<file path="config.mk">
export PLATFORM = sky130hd
export DESIGN_NAME = halt_snapshot_unit_flat
export DESIGN_NICKNAME = d
export VERILOG_FILES = /design/src/rtl/halt_snapshot_unit_pkg.sv /design/src/rtl/halt_snapshot_unit_if.sv /design/src/rtl/halt_snapshot_unit_bp_match.sv /design/src/rtl/halt_snapshot_unit.sv /design/src/flat_wrapper.sv
export SDC_FILE = /design/constraint.sdc
export NUM_CORES = 1
export LEC_CHECK = 0
export ABC_AREA = 1
export BUFFER_PORTS_ARGS = -buffer_cell sky130_fd_sc_hd__buf_4
export CAP_MARGIN = 20
export CORE_UTILIZATION = 53
export CTS_CLUSTER_SIZE = 14
export DETAILED_ROUTE_END_ITERATION = 10
export GPL_ROUTABILITY_DRIVEN = 0
export GPL_TIMING_DRIVEN = 0
export HOLD_SLACK_MARGIN = 0.08
export PLACE_DENSITY = 0.81
export SLEW_MARGIN = 30
export SYNTH_ARGS = -nofsm -noshare
export SYNTH_HDL_FRONTEND = slang
export SYNTH_HIERARCHICAL = 1
export SYNTH_SLANG_ARGS = --single-unit
</file>
<file path="constraint.sdc">
create_clock -name clk -period 3.15 [get_ports clk]
set_input_delay 0.63 -clock clk [delete_from_list [all_inputs] [get_ports clk]]
set_output_delay 0.63 -clock clk [all_outputs]
set_load 0.02 [all_outputs]
</file>
<file path="src/rtl/halt_snapshot_unit_pkg.sv">
// Shared types and constants for the halt/snapshot debug monitor.
package halt_snapshot_unit_pkg;

  // Monitor FSM states
  typedef enum logic [1:0] {
    ST_IDLE = 2'd0,
    ST_RUN  = 2'd1,
    ST_DUMP = 2'd2,
    ST_DONE = 2'd3
  } state_e;

  // Retired-PC counter width and its saturation value
  localparam int unsigned CNT_W = 16;
  localparam logic [CNT_W-1:0] CNT_SAT = '1;

  // Cause word bit positions
  localparam int unsigned CAUSE_BP_BIT  = 0;
  localparam int unsigned CAUSE_TO_BIT  = 1;
  localparam int unsigned CAUSE_IDX_LSB = 2;
  localparam int unsigned CAUSE_IDX_W   = 3;
  localparam int unsigned CAUSE_CNT_LSB = 16;
  localparam int unsigned CAUSE_W       = 32;

  // Snapshot beat indices
  localparam int unsigned BEAT_PC    = 0;
  localparam int unsigned BEAT_CAUSE = 1;
  localparam int unsigned BEAT_REG0  = 2;

  // Pack the halt cause into its 32-bit word; unused bits stay zero
  function automatic logic [CAUSE_W-1:0] make_cause(
    input logic                   bp,
    input logic                   to,
    input logic [CAUSE_IDX_W-1:0] idx,
    input logic [CNT_W-1:0]       cnt
  );
    logic [CAUSE_W-1:0] w;
    w = '0;
    w[CAUSE_BP_BIT] = bp;
    w[CAUSE_TO_BIT] = to;
    w[CAUSE_IDX_LSB +: CAUSE_IDX_W] = idx;
    w[CAUSE_CNT_LSB +: CNT_W] = cnt;
    return w;
  endfunction

endpackage

</file>
<file path="src/rtl/halt_snapshot_unit_if.sv">
// Snapshot stream: valid/ready beats with a last marker.
interface halt_snapshot_unit_if #(
  parameter int unsigned XLEN = 32
) ();

  logic            dump_valid_o;
  logic [XLEN-1:0] dump_data_o;
  logic            dump_last_o;
  logic            dump_ready_i;

  modport master (
    output dump_valid_o,
    output dump_data_o,
    output dump_last_o,
    input  dump_ready_i
  );

  modport slave (
    input  dump_valid_o,
    input  dump_data_o,
    input  dump_last_o,
    output dump_ready_i
  );

endinterface

</file>
<file path="src/rtl/halt_snapshot_unit_bp_match.sv">
// Breakpoint comparator array with lowest-index-wins priority.
module bp_match
  import halt_snapshot_unit_pkg::*;
#(
  parameter int unsigned XLEN   = 32,
  parameter int unsigned NUM_BP = 2
) (
  input  logic [XLEN-1:0]        i_pc,
  input  logic                   i_pc_valid,
  input  logic [NUM_BP-1:0]      i_bp_en,
  input  logic [NUM_BP*XLEN-1:0] i_bp_addr,
  output logic                   o_hit_c,
  output logic [CAUSE_IDX_W-1:0] o_idx_c
);

  // Scan from the top down so the lowest matching comparator is the last write
  always_comb begin
    o_hit_c = 1'b0;
    o_idx_c = '0;
    for (int k = NUM_BP - 1; k >= 0; k--) begin
      if (i_pc_valid && i_bp_en[k] && (i_bp_addr[k*XLEN +: XLEN] == i_pc)) begin
        o_hit_c = 1'b1;
        o_idx_c = CAUSE_IDX_W'(k);
      end
    end
  end

endmodule

</file>
<file path="src/rtl/halt_snapshot_unit.sv">
// Debug monitor: watches retired PCs, halts the core on a breakpoint or
// watchdog timeout, then streams PC, cause and register file out.
module halt_snapshot_unit
  import halt_snapshot_unit_pkg::*;
#(
  parameter int unsigned XLEN       = 32,
  parameter int unsigned NREGS      = 32,
  parameter int unsigned NUM_BP     = 2,
  parameter int unsigned MAX_CYCLES = 1000
) (
  input  logic                      clk,
  input  logic                      rstn,
  input  logic [XLEN-1:0]           pc_i,
  input  logic                      pc_valid_i,
  input  logic                      arm_i,
  input  logic [NUM_BP-1:0]         bp_en_i,
  input  logic [NUM_BP*XLEN-1:0]    bp_addr_i,
  output logic [$clog2(NREGS)-1:0]  reg_sel_o,
  input  logic [XLEN-1:0]           reg_data_i,
  output logic                      halt_o,
  output logic                      busy_o,
  halt_snapshot_unit_if.master      dump
);

  localparam int unsigned RSEL_W    = $clog2(NREGS);
  localparam int unsigned BEAT_W    = $clog2(NREGS + 2);
  localparam int unsigned LAST_BEAT = NREGS + 1;

  state_e                 r_state, w_state_nxt;
  logic [CNT_W-1:0]       r_cnt, w_cnt_nxt, w_cnt_inc;
  logic [XLEN-1:0]        r_pc, w_pc_nxt;
  logic                   r_cause_bp, w_cause_bp_nxt;
  logic                   r_cause_to, w_cause_to_nxt;
  logic [CAUSE_IDX_W-1:0] r_cause_idx, w_cause_idx_nxt;
  logic [CNT_W-1:0]       r_cause_cnt, w_cause_cnt_nxt;
  logic [BEAT_W-1:0]      r_beat, w_beat_nxt;
  logic [RSEL_W-1:0]      r_reg_sel, w_reg_sel_nxt;
  logic                   r_halt, w_halt_nxt;
  logic                   r_busy, w_busy_nxt;
  logic                   r_valid, w_valid_nxt;
  logic                   r_last, w_last_nxt;

  logic                   w_hit;
  logic [CAUSE_IDX_W-1:0] w_bp_idx;
  logic                   w_timeout;
  logic [XLEN-1:0]        w_dump_data;

  bp_match #(
    .XLEN   (XLEN),
    .NUM_BP (NUM_BP)
  ) u_bp_match (
    .i_pc       (pc_i),
    .i_pc_valid (pc_valid_i),
    .i_bp_en    (bp_en_i),
    .i_bp_addr  (bp_addr_i),
    .o_hit_c    (w_hit),
    .o_idx_c    (w_bp_idx)
  );

  // Saturating retired-PC count and watchdog compare on the incremented value
  assign w_cnt_inc = (r_cnt == CNT_SAT) ? r_cnt : r_cnt + CNT_W'(1);
  assign w_timeout = pc_valid_i && (32'(w_cnt_inc) == 32'(MAX_CYCLES));

  // Next-state, capture and registered-output decode
  always_comb begin
    w_state_nxt     = r_state;
    w_cnt_nxt       = r_cnt;
    w_pc_nxt        = r_pc;
    w_cause_bp_nxt  = r_cause_bp;
    w_cause_to_nxt  = r_cause_to;
    w_cause_idx_nxt = r_cause_idx;
    w_cause_cnt_nxt = r_cause_cnt;
    w_beat_nxt      = r_beat;

    case (r_state)
      ST_IDLE, ST_DONE: begin
        if (arm_i) begin
          w_state_nxt     = ST_RUN;
          w_cnt_nxt       = '0;
          w_cause_bp_nxt  = 1'b0;
          w_cause_to_nxt  = 1'b0;
          w_cause_idx_nxt = '0;
          w_cause_cnt_nxt = '0;
        end
      end
      ST_RUN: begin
        if (pc_valid_i) begin
          w_cnt_nxt = w_cnt_inc;
          if (w_hit || w_timeout) begin
            w_pc_nxt        = pc_i;
            w_cause_bp_nxt  = w_hit;
            w_cause_to_nxt  = w_timeout;
            w_cause_idx_nxt = w_bp_idx;
            w_cause_cnt_nxt = w_cnt_inc;
            w_beat_nxt      = '0;
            w_state_nxt     = ST_DUMP;
          end
        end
      end
      ST_DUMP: begin
        if (r_valid && dump.dump_ready_i) begin
          if (r_beat == BEAT_W'(LAST_BEAT)) begin
            w_beat_nxt  = '0;
            w_state_nxt = ST_DONE;
          end else begin
            w_beat_nxt = r_beat + BEAT_W'(1);
          end
        end
      end
      default: w_state_nxt = ST_IDLE;
    endcase

    w_halt_nxt  = (w_state_nxt == ST_DUMP) || (w_state_nxt == ST_DONE);
    w_busy_nxt  = (w_state_nxt == ST_RUN) || (w_state_nxt == ST_DUMP);
    w_valid_nxt = (w_state_nxt == ST_DUMP);
    w_last_nxt  = (w_state_nxt == ST_DUMP) && (w_beat_nxt == BEAT_W'(LAST_BEAT));
    w_reg_sel_nxt = '0;
    if ((w_state_nxt == ST_DUMP) && (w_beat_nxt >= BEAT_W'(BEAT_REG0))) begin
      w_reg_sel_nxt = RSEL_W'(w_beat_nxt - BEAT_W'(BEAT_REG0));
    end
  end

  // State and output registers
  always_ff @(posedge clk or negedge rstn) begin
    if (!rstn) begin
      r_state     <= ST_IDLE;
      r_cnt       <= '0;
      r_pc        <= '0;
      r_cause_bp  <= 1'b0;
      r_cause_to  <= 1'b0;
      r_cause_idx <= '0;
      r_cause_cnt <= '0;
      r_beat      <= '0;
      r_reg_sel   <= '0;
      r_halt      <= 1'b0;
      r_busy      <= 1'b0;
      r_valid     <= 1'b0;
      r_last      <= 1'b0;
    end else begin
      r_state     <= w_state_nxt;
      r_cnt       <= w_cnt_nxt;
      r_pc        <= w_pc_nxt;
      r_cause_bp  <= w_cause_bp_nxt;
      r_cause_to  <= w_cause_to_nxt;
      r_cause_idx <= w_cause_idx_nxt;
      r_cause_cnt <= w_cause_cnt_nxt;
      r_beat      <= w_beat_nxt;
      r_reg_sel   <= w_reg_sel_nxt;
      r_halt      <= w_halt_nxt;
      r_busy      <= w_busy_nxt;
      r_valid     <= w_valid_nxt;
      r_last      <= w_last_nxt;
    end
  end

  // Beat payload; register reads pass straight through so the register
  // file's combinational data is what leaves, with register 0 forced to 0
  always_comb begin
    w_dump_data = '0;
    if (r_state == ST_DUMP) begin
      if (r_beat == BEAT_W'(BEAT_PC)) begin
        w_dump_data = r_pc;
      end else if (r_beat == BEAT_W'(BEAT_CAUSE)) begin
        w_dump_data = XLEN'(make_cause(r_cause_bp, r_cause_to, r_cause_idx, r_cause_cnt));
      end else if (r_reg_sel != '0) begin
        w_dump_data = reg_data_i;
      end
    end
  end

  assign reg_sel_o         = r_reg_sel;
  assign halt_o            = r_halt;
  assign busy_o            = r_busy;
  assign dump.dump_valid_o = r_valid;
  assign dump.dump_last_o  = r_last;
  assign dump.dump_data_o  = w_dump_data;

endmodule

</file>
<file path="src/flat_wrapper.sv">
// flat-port wrapper written by rule: the top's interface ports become plain ports
module halt_snapshot_unit_flat import halt_snapshot_unit_pkg::*;
#(
  parameter int unsigned XLEN       = 32,
  parameter int unsigned NREGS      = 32,
  parameter int unsigned NUM_BP     = 2,
  parameter int unsigned MAX_CYCLES = 1000
)
  (clk, rstn, pc_i, pc_valid_i, arm_i, bp_en_i, bp_addr_i, reg_sel_o, reg_data_i, halt_o, busy_o, dump_dump_valid_o, dump_dump_data_o, dump_dump_last_o, dump_dump_ready_i);
  halt_snapshot_unit_if #(.XLEN(XLEN)) dump_i ();
  input  logic clk;
  input  logic rstn;
  input  logic [XLEN-1:0] pc_i;
  input  logic pc_valid_i;
  input  logic arm_i;
  input  logic [NUM_BP-1:0] bp_en_i;
  input  logic [NUM_BP*XLEN-1:0] bp_addr_i;
  output logic [$clog2(NREGS)-1:0] reg_sel_o;
  input  logic [XLEN-1:0] reg_data_i;
  output logic halt_o;
  output logic busy_o;
  output wire logic [$bits(dump_i.dump_valid_o)-1:0] dump_dump_valid_o;
  output wire logic [$bits(dump_i.dump_data_o)-1:0] dump_dump_data_o;
  output wire logic [$bits(dump_i.dump_last_o)-1:0] dump_dump_last_o;
  input wire logic [$bits(dump_i.dump_ready_i)-1:0] dump_dump_ready_i;
  assign dump_dump_valid_o = dump_i.dump_valid_o;
  assign dump_dump_data_o = dump_i.dump_data_o;
  assign dump_dump_last_o = dump_i.dump_last_o;
  assign dump_i.dump_ready_i = dump_dump_ready_i;
  halt_snapshot_unit #(.XLEN(XLEN), .NREGS(NREGS), .NUM_BP(NUM_BP), .MAX_CYCLES(MAX_CYCLES)) u_core (.clk(clk), .rstn(rstn), .pc_i(pc_i), .pc_valid_i(pc_valid_i), .arm_i(arm_i), .bp_en_i(bp_en_i), .bp_addr_i(bp_addr_i), .reg_sel_o(reg_sel_o), .reg_data_i(reg_data_i), .halt_o(halt_o), .busy_o(busy_o), .dump(dump_i));
endmodule
</file>
# [Word level (Yosys, flattened, before mapping)]
# Index checks and enable logic that the tools add are counted.
# W data, S select, Z words.
[op_classes] reduce_logical=19 n_addsub=3 order_cmp=1 n_mux=38 eq_ne=16
[ops] operator="$mux W32" count=4
[ops] operator="$mux W16" count=5
[ops] operator="$eq A32 B32 Y1" count=2
[ops] operator="$pmux W16 S2" count=2
[ops] operator="$mux W6" count=4
[ops] operator="$add A16 B1 Y16 const B" count=1
[ops] operator="$eq A16 B10 Y1 const B" count=1
[ops] operator="$eq A16 B16 Y1 const B" count=1
[ops] operator="$eq A6 B6 Y1 const B" count=2
[ops] operator="$mux W3" count=4
[ops] operator="$pmux W6 S2" count=1
[ops] operator="$mux W2" count=5
[ops] operator="$eq A2 B2 Y1 const B" count=4
[ops] operator="$logic_and A1 B1 Y1" count=8
[ops] operator="$mux W1" count=8
[ops] operator="$add A6 B1 Y6 const B" count=1
[ops] operator="$eq A6 B1 Y1 const B" count=1
[ops] operator="$ge A6 B2 Y1 const B" count=1
[ops] operator="$logic_not A6 Y1" count=1
[ops] operator="$pmux W2 S3" count=1
[ops] operator="$pmux W3 S2" count=1
[ops] operator="$reduce_and A3 Y1" count=2
[ops] operator="$mux W5" count=1
[ops] operator="$reduce_bool A5 Y1" count=1
[ops] operator="10 further kinds" count=15
[word_totals] out_inout_bits=41 ff_bits=86 wordCells=90

# [Logic depth before layout (Yosys ltp)]
# Gate-level depths: netlist of the first run.
[logic_depth] depth_word=11 depth_mapped=21 ltp_nobuf=20

# [Cells and area by module]
# Netlist of the first run, hierarchy kept.
[by_module_without_submodules] module="halt_snapshot_unit" cells_each=584 area_each_um2=4923.5 n_inst=1 seq_area_each_um2=2127.0
[by_module_without_submodules] module="bp_match" cells_each=273 area_each_um2=1174.9 n_inst=1 seq_area_each_um2=0.0

# [Worst setup path after synthesis of the first run]
# OpenSTA, ideal clock, no wires.
[synth_timing] kind="register to register" start="register u_core.r_cnt[0]" end="register u_core.r_reg_sel[0], in the netlist u_core/reg_sel_o[0]" slack_ps=390 stages_incl_launch_ff=20 n_path_buf=1 setup_ps=71 period_less_slack_ps=2760 arrival_time_ps=2688 required_time_ps=3079 cell_sequence="dfrtp_1 -> ha_1 -> inv_1 -> nor2_4 -> nand2_4 -> nor2_8 -> xor2_1 -> nand2_1 -> nor2_2 -> nand3_2 -> nand2_4 -> nand3_4 -> buf_6 -> o21ai_0 -> o21ai_0 -> o21ai_0 -> ha_1 -> inv_1 -> o21bai_4 -> nor2_1"
[synth_between] elab_chain_len=11
[synth_lines] item="from (decl)" line="halt_snapshot_unit.sv:30" text="logic [CNT_W-1:0] r_cnt, w_cnt_nxt, w_cnt_inc;"
[synth_lines] item="from (signal assigned)" line="halt_snapshot_unit.sv:141" text="r_cnt <= w_cnt_nxt;"
[synth_lines] item="$add A16 B1 Y16 / $eq A16 B16 Y1 (equally long branches)" line="halt_snapshot_unit.sv:61" text="assign w_cnt_inc = (r_cnt == CNT_SAT) ? r_cnt : r_cnt + CNT_W'(1);"
[synth_lines] item="$mux W16 *" line="halt_snapshot_unit.sv:61"
[synth_lines] item="$eq A16 B10 Y1 *" line="halt_snapshot_unit.sv:62" text="assign w_timeout = pc_valid_i && (32'(w_cnt_inc) == 32'(MAX_CYCLES));"
[synth_lines] item="$logic_and A1 B1 Y1 *" line="halt_snapshot_unit.sv:62"
[synth_lines] item="$logic_or A1 B1 Y1 *" line="halt_snapshot_unit.sv:89" text="if (w_hit || w_timeout) begin"
[synth_lines] item="$mux W2 *" line="halt_snapshot_unit.sv:89"
[synth_lines] item="$mux W2 *" line="halt_snapshot_unit.sv:87" text="if (pc_valid_i) begin"
[synth_lines] item="$pmux W2 S3 *" line="halt_snapshot_unit.sv:75" text="case (r_state)"
[synth_lines] item="$eq A2 B2 Y1 *"
[synth_lines] item="via u_core.w_valid_nxt" line="halt_snapshot_unit.sv:40" text="logic r_valid, w_valid_nxt;"
[synth_lines] item="$logic_and A1 B1 Y1 *" line="halt_snapshot_unit.sv:118" text="if ((w_state_nxt == ST_DUMP) && (w_beat_nxt >= BEAT_W'(BEAT_REG0))) begin"
[synth_lines] item="$mux W5 *" line="halt_snapshot_unit.sv:118"
[synth_lines] item="via u_core.w_reg_sel_nxt[0]" line="halt_snapshot_unit.sv:37" text="logic [RSEL_W-1:0] r_reg_sel, w_reg_sel_nxt;"
[synth_lines] item="to (signal assigned)" line="halt_snapshot_unit.sv:148" text="r_reg_sel <= w_reg_sel_nxt;"
[synth_lines] item="to (decl)" line="halt_snapshot_unit.sv:37"
# The timed path passes the listed nets; every way through them passes the cells marked *.
# A chain may end at the register's enable or synchronous reset.

# [Worst setup path after layout of the first run]
[layout_timing] start="register u_core.r_reg_sel[3], in the netlist u_core/reg_sel_o[3]" end="output dump_dump_data_o[8]"
[layout_between] elab_chain_len=5
[layout_lines] item="$reduce_bool A5 Y1" line="halt_snapshot_unit.sv:165" text="end else if (r_reg_sel != '0) begin"
[layout_lines] item="$mux W32" line="halt_snapshot_unit.sv:165"
[layout_lines] item="$mux W32" line="halt_snapshot_unit.sv:163" text="end else if (r_beat == BEAT_W'(BEAT_CAUSE)) begin"
[layout_lines] item="$mux W32" line="halt_snapshot_unit.sv:161" text="if (r_beat == BEAT_W'(BEAT_PC)) begin"
[layout_lines] item="$mux W32" line="halt_snapshot_unit.sv:160" text="if (r_state == ST_DUMP) begin"
[layout_lines] item="to (decl)" line="flat_wrapper.sv:23" text="output wire logic [$bits(dump_i.dump_data_o)-1:0] dump_dump_data_o;"
# Every way passes these cells.

==> out/summary.txt, run 1 <==
fin nets: 1196
antenna diode count: 0
most used cells in the layout excluding fill and tap cells: 266 x sky130_fd_sc_hd__nand2_1, 188 x sky130_fd_sc_hd__buf_4, 114 x sky130_fd_sc_hd__inv_1
final setup violation count: 0
final wirelength: 19400 um
most common cell after layout, fill and taps aside: sky130_fd_sc_hd__nand2_1
RSZ-0062 raised after global routing: yes
fraction of layout cells with a size suffix above 1: 0.290
clock-pin slew of the registers on the worst-case setup and hold paths: 60 ps
setup slack, reg-to-reg: 210 ps
Reg-to-Reg End: u_core/reg_sel_o[4]
Post-CTS Hold Fix Bufs: 0
shortest period the worst path allows: 3090 ps
average instance area after synthesis: 7.12 um2
Max Slew Vio Count: 0
total power density per cell area: 464 mW/mm2
number of H-tree levels: 3
proportion of netlist area held by the largest area contributor: 0.349
VDD IR-drop max: 556 uV
Seq/Total Area, Yosys: 0.349
category of the worst setup path launch point: register
number of hold violations in the final report: 0
die boundary width: 109 um
slew at the pin closest to its max-slew limit: 854 ps
Rows: 38
First-pass DRT Iterations: 6
first-pass GRT wire length: 29400 um
data arrival time at the worst-slack endpoint: 2460 ps
layout overhead on the synthesized area: 32.1%
number of vias per cell after detailed routing: 5.39
total power: 3740 uW
critical path capture point type: primary output
remaining global-route overflow: 0
setup clock skew after layout: 7.67 ps
critical-path maximum fanout: 10
final sum of negative setup slack: 0 ps
Iteration-0 DRC Markers: 722
Worst R2R Path Depth: 20
CP Cell Sequence: nor3_1 > nor3b_1 > nor3_4 > clkbuf_8 > a22oi_1 > nor2_1 > buf_4
floorplan die area: 0.0119 mm2
hpwl dp: 14900 um
initial antenna violation count: 0
maximum cell stage delay along the critical path: 730 ps
Crit path required time: 2520 ps
count of input and output buffers: 175
DRC violation count after routing: 0
launching point of the worst reg2reg path: u_core/r_cnt[1]
Floorplan Core Area: 0.0110 mm2
starting utilization of the core area: 0.553
Slowest-stage cell, CP: sky130_fd_sc_hd__nor3b_1
post-detailed-route wirelength per cell: 16.2 um
vertical die dimension: 109 um
vias in the first global route: 5708
worst hold-check path type: input port to asynchronous set/reset pin
number of buffers inserted during clock tree synthesis: 9
remaining max-slew budget at the tightest pin: 0.429
static leakage power: 0.00430 uW
residual antenna-violating net count after detailed routing: 0
largest cells by area after synthesis: sky130_fd_sc_hd__dfrtp_1 35%, sky130_fd_sc_hd__nand2_1 16%, sky130_fd_sc_hd__inv_1 7.1%, sky130_fd_sc_hd__mux2_4 7.1%, sky130_fd_sc_hd__nor2_1 4.9%
Buffers & Inverters on Critical Path: 2
final core area utilization: 0.730
number of synthesized flops with an enable pin: 0
reported max-cap violation count: 0
Yosys warnings: 6
number of distinct library cell variants in the gate-level netlist after synthesis: 48
sinks on the clock net: 85
Cell Area, Synth: 0.00610 mm2
total via count in the routed design: 6457
peak clock frequency supported by timing: 324 MHz
worst-case clock buffer depth: 2
Tcrit/Tclk final: 0.981
total global routing track utilization: 0.332
Crit path max-delay family: simple AND/OR/NAND/NOR gates
number of instances in the synthesized netlist: 857
worst setup path category: register to primary output
Synth area leader: sky130_fd_sc_hd__dfrtp_1
flip-flop and latch count after synthesis: 85
Top Ports: 176
largest net degree at the start of global routing: 86
TritonCTS clock tree: done
source-to-sink clock delay at the later pin of the worst-skew pair: 360 ps
status: complete, no violations
library cell used as clock root buffer: sky130_fd_sc_hd__clkbuf_16
Main synth FF type: sky130_fd_sc_hd__dfrtp_1
share of flip-flops with an asynchronous set or reset after synthesis: 1.00
[logic make-up (layout without fill, tap and decap cells)]
| logic type | Yosys count | count (layout) | synth area share |
|---|---|---|---|
| flops | 85 | 85 | 0.349 |
| fa+ha+maj | 8 | 8 | 0.0164 |
| other cells | 1 | 2 | 0.000615 |
| xor+xnor | 25 | 25 | 0.0359 |
| compound gates | 107 | 107 | 0.103 |
| buf+inv | 157 | 357 | 0.103 |
| mux | 32 | 32 | 0.0769 |
| simple gates | 442 | 442 | 0.315 |
[metal layers]
layer,share of wire,track usage
met3,0.095,0.0544
met1,0.43,0.479
met5,0,0
met2,0.45,0.503
met4,0.023,0.115
[power by group]
group | leakage [uW] | switching [uW] | internal (uW) | total, uW
Combinational | 0.00300 | 909 | 506 | 1420
Sequential | 0.00116 | 107 | 1180 | 1280
Clock | 0.000141 | 460 | 577 | 1040
[through the flow]
stage | cells | setup slack [ps] | instance area (um2) | hold slack (ps)
after floorplan | 858 | 390 | 6100 | 334
after global placement | 1173 | -162 | 7590 | 472
after detailed placement | 1173 | -204 | 7590 | 479
after CTS | 1190 | 62.9 | 7970 | 375
after global routing | 1198 | -21.6 | 8060 | 406
final | 1198 | 59.7 | 8060 | 304
[sequential cells by signal (all words and copies together) (netlist names)]
register	count
u_core/r_pc	32
u_core/r_cause_cnt	16
u_core/r_cnt	16
u_core/r_beat	6
u_core/reg_sel_o	5
u_core/r_cause_idx	3
u_core/busy_o	1
u_core/dump.dump_last_o	1
u_core/dump.dump_valid_o	1
u_core/halt_o	1
u_core/r_cause_bp	1
u_core/r_cause_to	1
u_core/r_state	1
[area by class of cell]
| cell class | instances | area (um2) |
|---|---|---|
| inverter | 132 | 499 |
| timing repair buffer | 185 | 1390 |
| tap | 140 | 175 |
| buffer | 24 | 164 |
| clock inverter | 5 | 35.0 |
| clock buffer | 11 | 253 |
| sequential | 85 | 2130 |
| multi-input combinational | 616 | 3410 |
| fill | 886 | 2970 |
[worst max path at each step]
stage,start,endpoint,cells after the start
after global routing,u_core/reg_sel_o[3],dump_dump_data_o[8],7
after global placement,u_core/r_beat[0],dump_dump_data_o[22],9
after detailed placement,u_core/r_beat[0],dump_dump_data_o[22],9
after CTS,u_core/r_beat[1],dump_dump_data_o[18],9
final,u_core/reg_sel_o[3],dump_dump_data_o[8],7
after floorplan,u_core/r_cnt[0],u_core/reg_sel_o[0],19
[Yosys cell counts, drive strengths merged (2+ instances only)]
| library cell | count |
|---|---|
| nand3b | 2 |
| o21ai | 44 |
| a21oi | 21 |
| nand4 | 11 |
| mux2 | 32 |
| nand3 | 40 |
| and2 | 2 |
| nor3 | 14 |
| xnor2 | 17 |
| inv | 129 |
| a31oi | 14 |
| clkinv | 3 |
| clkbuf | 15 |
| o22ai | 9 |
| ha | 8 |
| a22oi | 12 |
| nor4 | 2 |
| xor2 | 8 |
| buf | 10 |
| dfrtp | 85 |
| nand2 | 283 |
| nor2 | 86 |
[timing repair]
| item | in CTS | in global routing |
|---|---|---|
| endpoints found under the setup margin | 38 | 35 |
| resized for setup | 22 | 15 |
| buffers inserted | 2 | 8 |
| pin swaps | 1 | 3 |
(Power assumes the default switching activity.)
==> run 2: changes to the inputs <==
--- a/config.mk
+++ b/config.mk
@@ -8,13 +8,16 @@
 export ABC_AREA = 1
 export BUFFER_PORTS_ARGS = -buffer_cell sky130_fd_sc_hd__buf_4
 export CAP_MARGIN = 20
-export CORE_UTILIZATION = 53
+export CELL_PAD_IN_SITES_DETAIL_PLACEMENT = 0
+export CELL_PAD_IN_SITES_GLOBAL_PLACEMENT = 1
+export CORE_UTILIZATION = 37
 export CTS_CLUSTER_SIZE = 14
 export DETAILED_ROUTE_END_ITERATION = 10
 export GPL_ROUTABILITY_DRIVEN = 0
 export GPL_TIMING_DRIVEN = 0
 export HOLD_SLACK_MARGIN = 0.08
-export PLACE_DENSITY = 0.81
+export PLACE_DENSITY_LB_ADDON = 0.1
+export SETUP_SLACK_MARGIN = 0.2
 export SLEW_MARGIN = 30
 export SYNTH_ARGS = -nofsm -noshare
 export SYNTH_HDL_FRONTEND = slang
==> run 2 against run 1 <==
  * Cell count up 6.8%
  * Sequential share of layout area fell by 0.77 points
  * Critical path depth grew 2
  * Hold slack improved by 16 ps
  * Register-to-register slack better by 140 ps
  * Clock skew is 2.8 ps higher
  * Die area grew 42%
  * Count of clock-buffer cells in the layout shrank 1
  * Sequential cell count unchanged
  * Setup slack improved by 230 ps
  * Critical endpoint is now dump_dump_data_o[0]
  * Largest cell class unchanged
==> out/summary.txt, run 2 (synthesis gave the netlist of run 1 again) <==
status: complete, no violations (unchanged)
most used cells in the layout excluding fill and tap cells: 259 x sky130_fd_sc_hd__nand2_1, 193 x sky130_fd_sc_hd__buf_4, 112 x sky130_fd_sc_hd__inv_1 (was 266 x sky130_fd_sc_hd__nand2_1, 188 x sky130_fd_sc_hd__buf_4, 114 x sky130_fd_sc_hd__inv_1)
worst setup path category: register to primary output (unchanged)
maximum cell stage delay along the critical path: 400 ps (was 730 ps)
First-pass DRT Iterations: 5 (was 6)
Slowest-stage cell, CP: sky130_fd_sc_hd__dfrtp_2 (was sky130_fd_sc_hd__nor3b_1)
worst-case clock buffer depth: 2 (unchanged)
sinks on the clock net: 85 (unchanged)
final setup violation count: 0 (unchanged)
total via count in the routed design: 6060 (was 6457)
fin nets: 1202 (was 1196)
Biggest register: u_core/r_pc (unchanged)
count of input and output buffers: 175 (unchanged)
DRC violation count after routing: 0 (unchanged)
floorplan die area: 0.0170 mm2 (was 0.0119 mm2)
area after detailed placement: 0.00769 mm2 (was 0.00759 mm2)
Floorplan Core Area: 0.0160 mm2 (was 0.0110 mm2)
critical path capture point type: primary output (unchanged)
Top Ports: 176 (unchanged)
worst hold-check path type: input port to asynchronous set/reset pin (unchanged)
source-to-sink clock delay at the later pin of the worst-skew pair: 340 ps (was 360 ps)
library cell used as clock root buffer: sky130_fd_sc_hd__clkbuf_16 (unchanged)
number of buffers inserted during clock tree synthesis: 9 (unchanged)
Crit path required time: 2520 ps (about the same)
starting utilization of the core area: 0.381 (was 0.553)
critical-path maximum fanout: 10 (unchanged)
initial antenna violation count: 0 (unchanged)
RSZ-0062 raised after global routing: yes (unchanged)
number of flip-flops in the largest register: 32 (unchanged)
remaining global-route overflow: 0 (unchanged)
total global routing track utilization: 0.241 (was 0.332)
largest registers: u_core/r_pc: 32 flops, u_core/r_cause_cnt: 16 flops, u_core/r_cnt: 16 flops (unchanged)
fraction of layout cells with a size suffix above 1: 0.315 (was 0.290)
VDD IR-drop max: 263 uV (was 556 uV)
final wirelength: 19900 um (was 19400 um)
layout overhead on the synthesized area: 36.3% (was 32.1%)
Post-Layout Inst Area: 0.00831 mm2 (was 0.00806 mm2)
die boundary width: 130 um (was 109 um)
most common cell after layout, fill and taps aside: sky130_fd_sc_hd__nand2_1 (unchanged)
vertical die dimension: 130 um (was 109 um)
first-pass GRT wire length: 30400 um (was 29400 um)
setup clock skew after layout: 10.5 ps (was 7.67 ps)
reported max-cap violation count: 0 (unchanged)
Tcrit/Tclk final: 0.908 (was 0.981)
slew at the pin closest to its max-slew limit: 776 ps (was 854 ps)
Max Slew Vio Count: 0 (unchanged)
static leakage power: 0.00437 uW (was 0.00430 uW)
residual antenna-violating net count after detailed routing: 0 (unchanged)
data arrival time at the worst-slack endpoint: 2230 ps (was 2460 ps)
clock-pin slew of the registers on the worst-case setup and hold paths: 60 ps (about the same)
total power density per cell area: 471 mW/mm2 (was 464 mW/mm2)
post-detailed-route wirelength per cell: 15.6 um (was 16.2 um)
category of the worst setup path launch point: register (unchanged)
Critical Path Most Common Cell: sky130_fd_sc_hd__buf_4
total power: 3910 uW (was 3740 uW)
CP Cell Sequence: inv_1 > ha_1 > nand3_2 > inv_2 > nor3_4 > buf_4 > nand2_1 > a31oi_1 > buf_4 (was nor3_1 > nor3b_1 > nor3_4 > clkbuf_8 > a22oi_1 > nor2_1 > buf_4)
Iteration-0 DRC Markers: 285 (was 722)
peak clock frequency supported by timing: 350 MHz (was 324 MHz)
largest net degree at the start of global routing: 86 (unchanged)
remaining max-slew budget at the tightest pin: 0.483 (was 0.429)
minimum hold slack: 320 ps (was 304 ps)
antenna diode count: 0 (unchanged)
shortest period the worst path allows: 2860 ps (was 3090 ps)
Rows: 46 (was 38)
vias in the first global route: 5749 (was 5708)
hpwl dp: 16100 um (was 14900 um)
Post-CTS Hold Fix Bufs: 0 (unchanged)
final core area utilization: 0.520 (was 0.730)
number of hold violations in the final report: 0 (unchanged)
number of vias per cell after detailed routing: 4.74 (was 5.39)
number of H-tree levels: 3 (unchanged)
TritonCTS clock tree: done (unchanged)
==> run 2: through the flow <==
| stage | std cells | worst slack (ps) | setup TNS [ps] |
|---|---|---|---|
| global route | 1279 | 138 | 0 |
| CTS | 1272 | 127 | 0 |
| global placement | 1249 | -171 | -779 |
| floorplan | 858 | 390 | 0 |
| finish | 1279 | 290 | 0 |
| detailed placement | 1249 | -223 | -1040 |
==> run 2: repair_timing <==
item,in CTS,in global routing
gates cloned,0,1
pin swaps,5,11
resized for setup,29,46
buffers inserted,8,6
setup endpoints to repair,53,48
==> run 2: path summary, 6_finish.rpt <==
kind                                  startpoint               endpoint  slack [ps]  cells after the start
setup / recovery                u_core/r_beat[0]    dump_dump_data_o[0]         290                      9
hold / removal                              rstn       u_core/r_beat[2]         320                      1
setup reg to reg                 u_core/r_cnt[0]    u_core/reg_sel_o[1]         350                     20
hold reg to reg            u_core/r_cause_idx[0]  u_core/r_cause_idx[0]         500                      2
max in group asynchronous                   rstn        u_core/r_cnt[3]        2240                      1
min in group clk           u_core/r_cause_idx[0]  u_core/r_cause_idx[0]         500                      2
==> run 2: power breakdown <==
part           internal (uW)  leakage (uW)  switching (uW)
sequential              1180       0.00116            92.6
combinational            538       0.00306             950
clock                    715      0.000151             439
==> run 2: area by class of cell <==
type	count	area [um2]
timing repair inverter	1	8.76
multi-input combinational	616	3480
clock buffer	10	239
buffer	25	165
sequential	85	2130
inverter	132	507
fill	1669	7690
tap	216	270
timing repair buffer	189	1420
clock inverter	5	83.8
==> run 2: worst max-delay path, delay by kind of cell (launching register included) <==
family	cells	cell delay, ps
AO/OA/AOI/OAI	1	200
adder cells (fa/ha/maj)	1	210
buffers and inverters	4	600
flip-flops	1	400
AND/OR/NAND/NOR	3	470
==> run 2: per-layer routing <==
metal | routed length [um] | GRT usage
met5 | 0 | 0
met1 | 8540 | 0.297
met3 | 987 | 0.0480
met4 | 209 | 0.0487
met2 | 10200 | 0.434
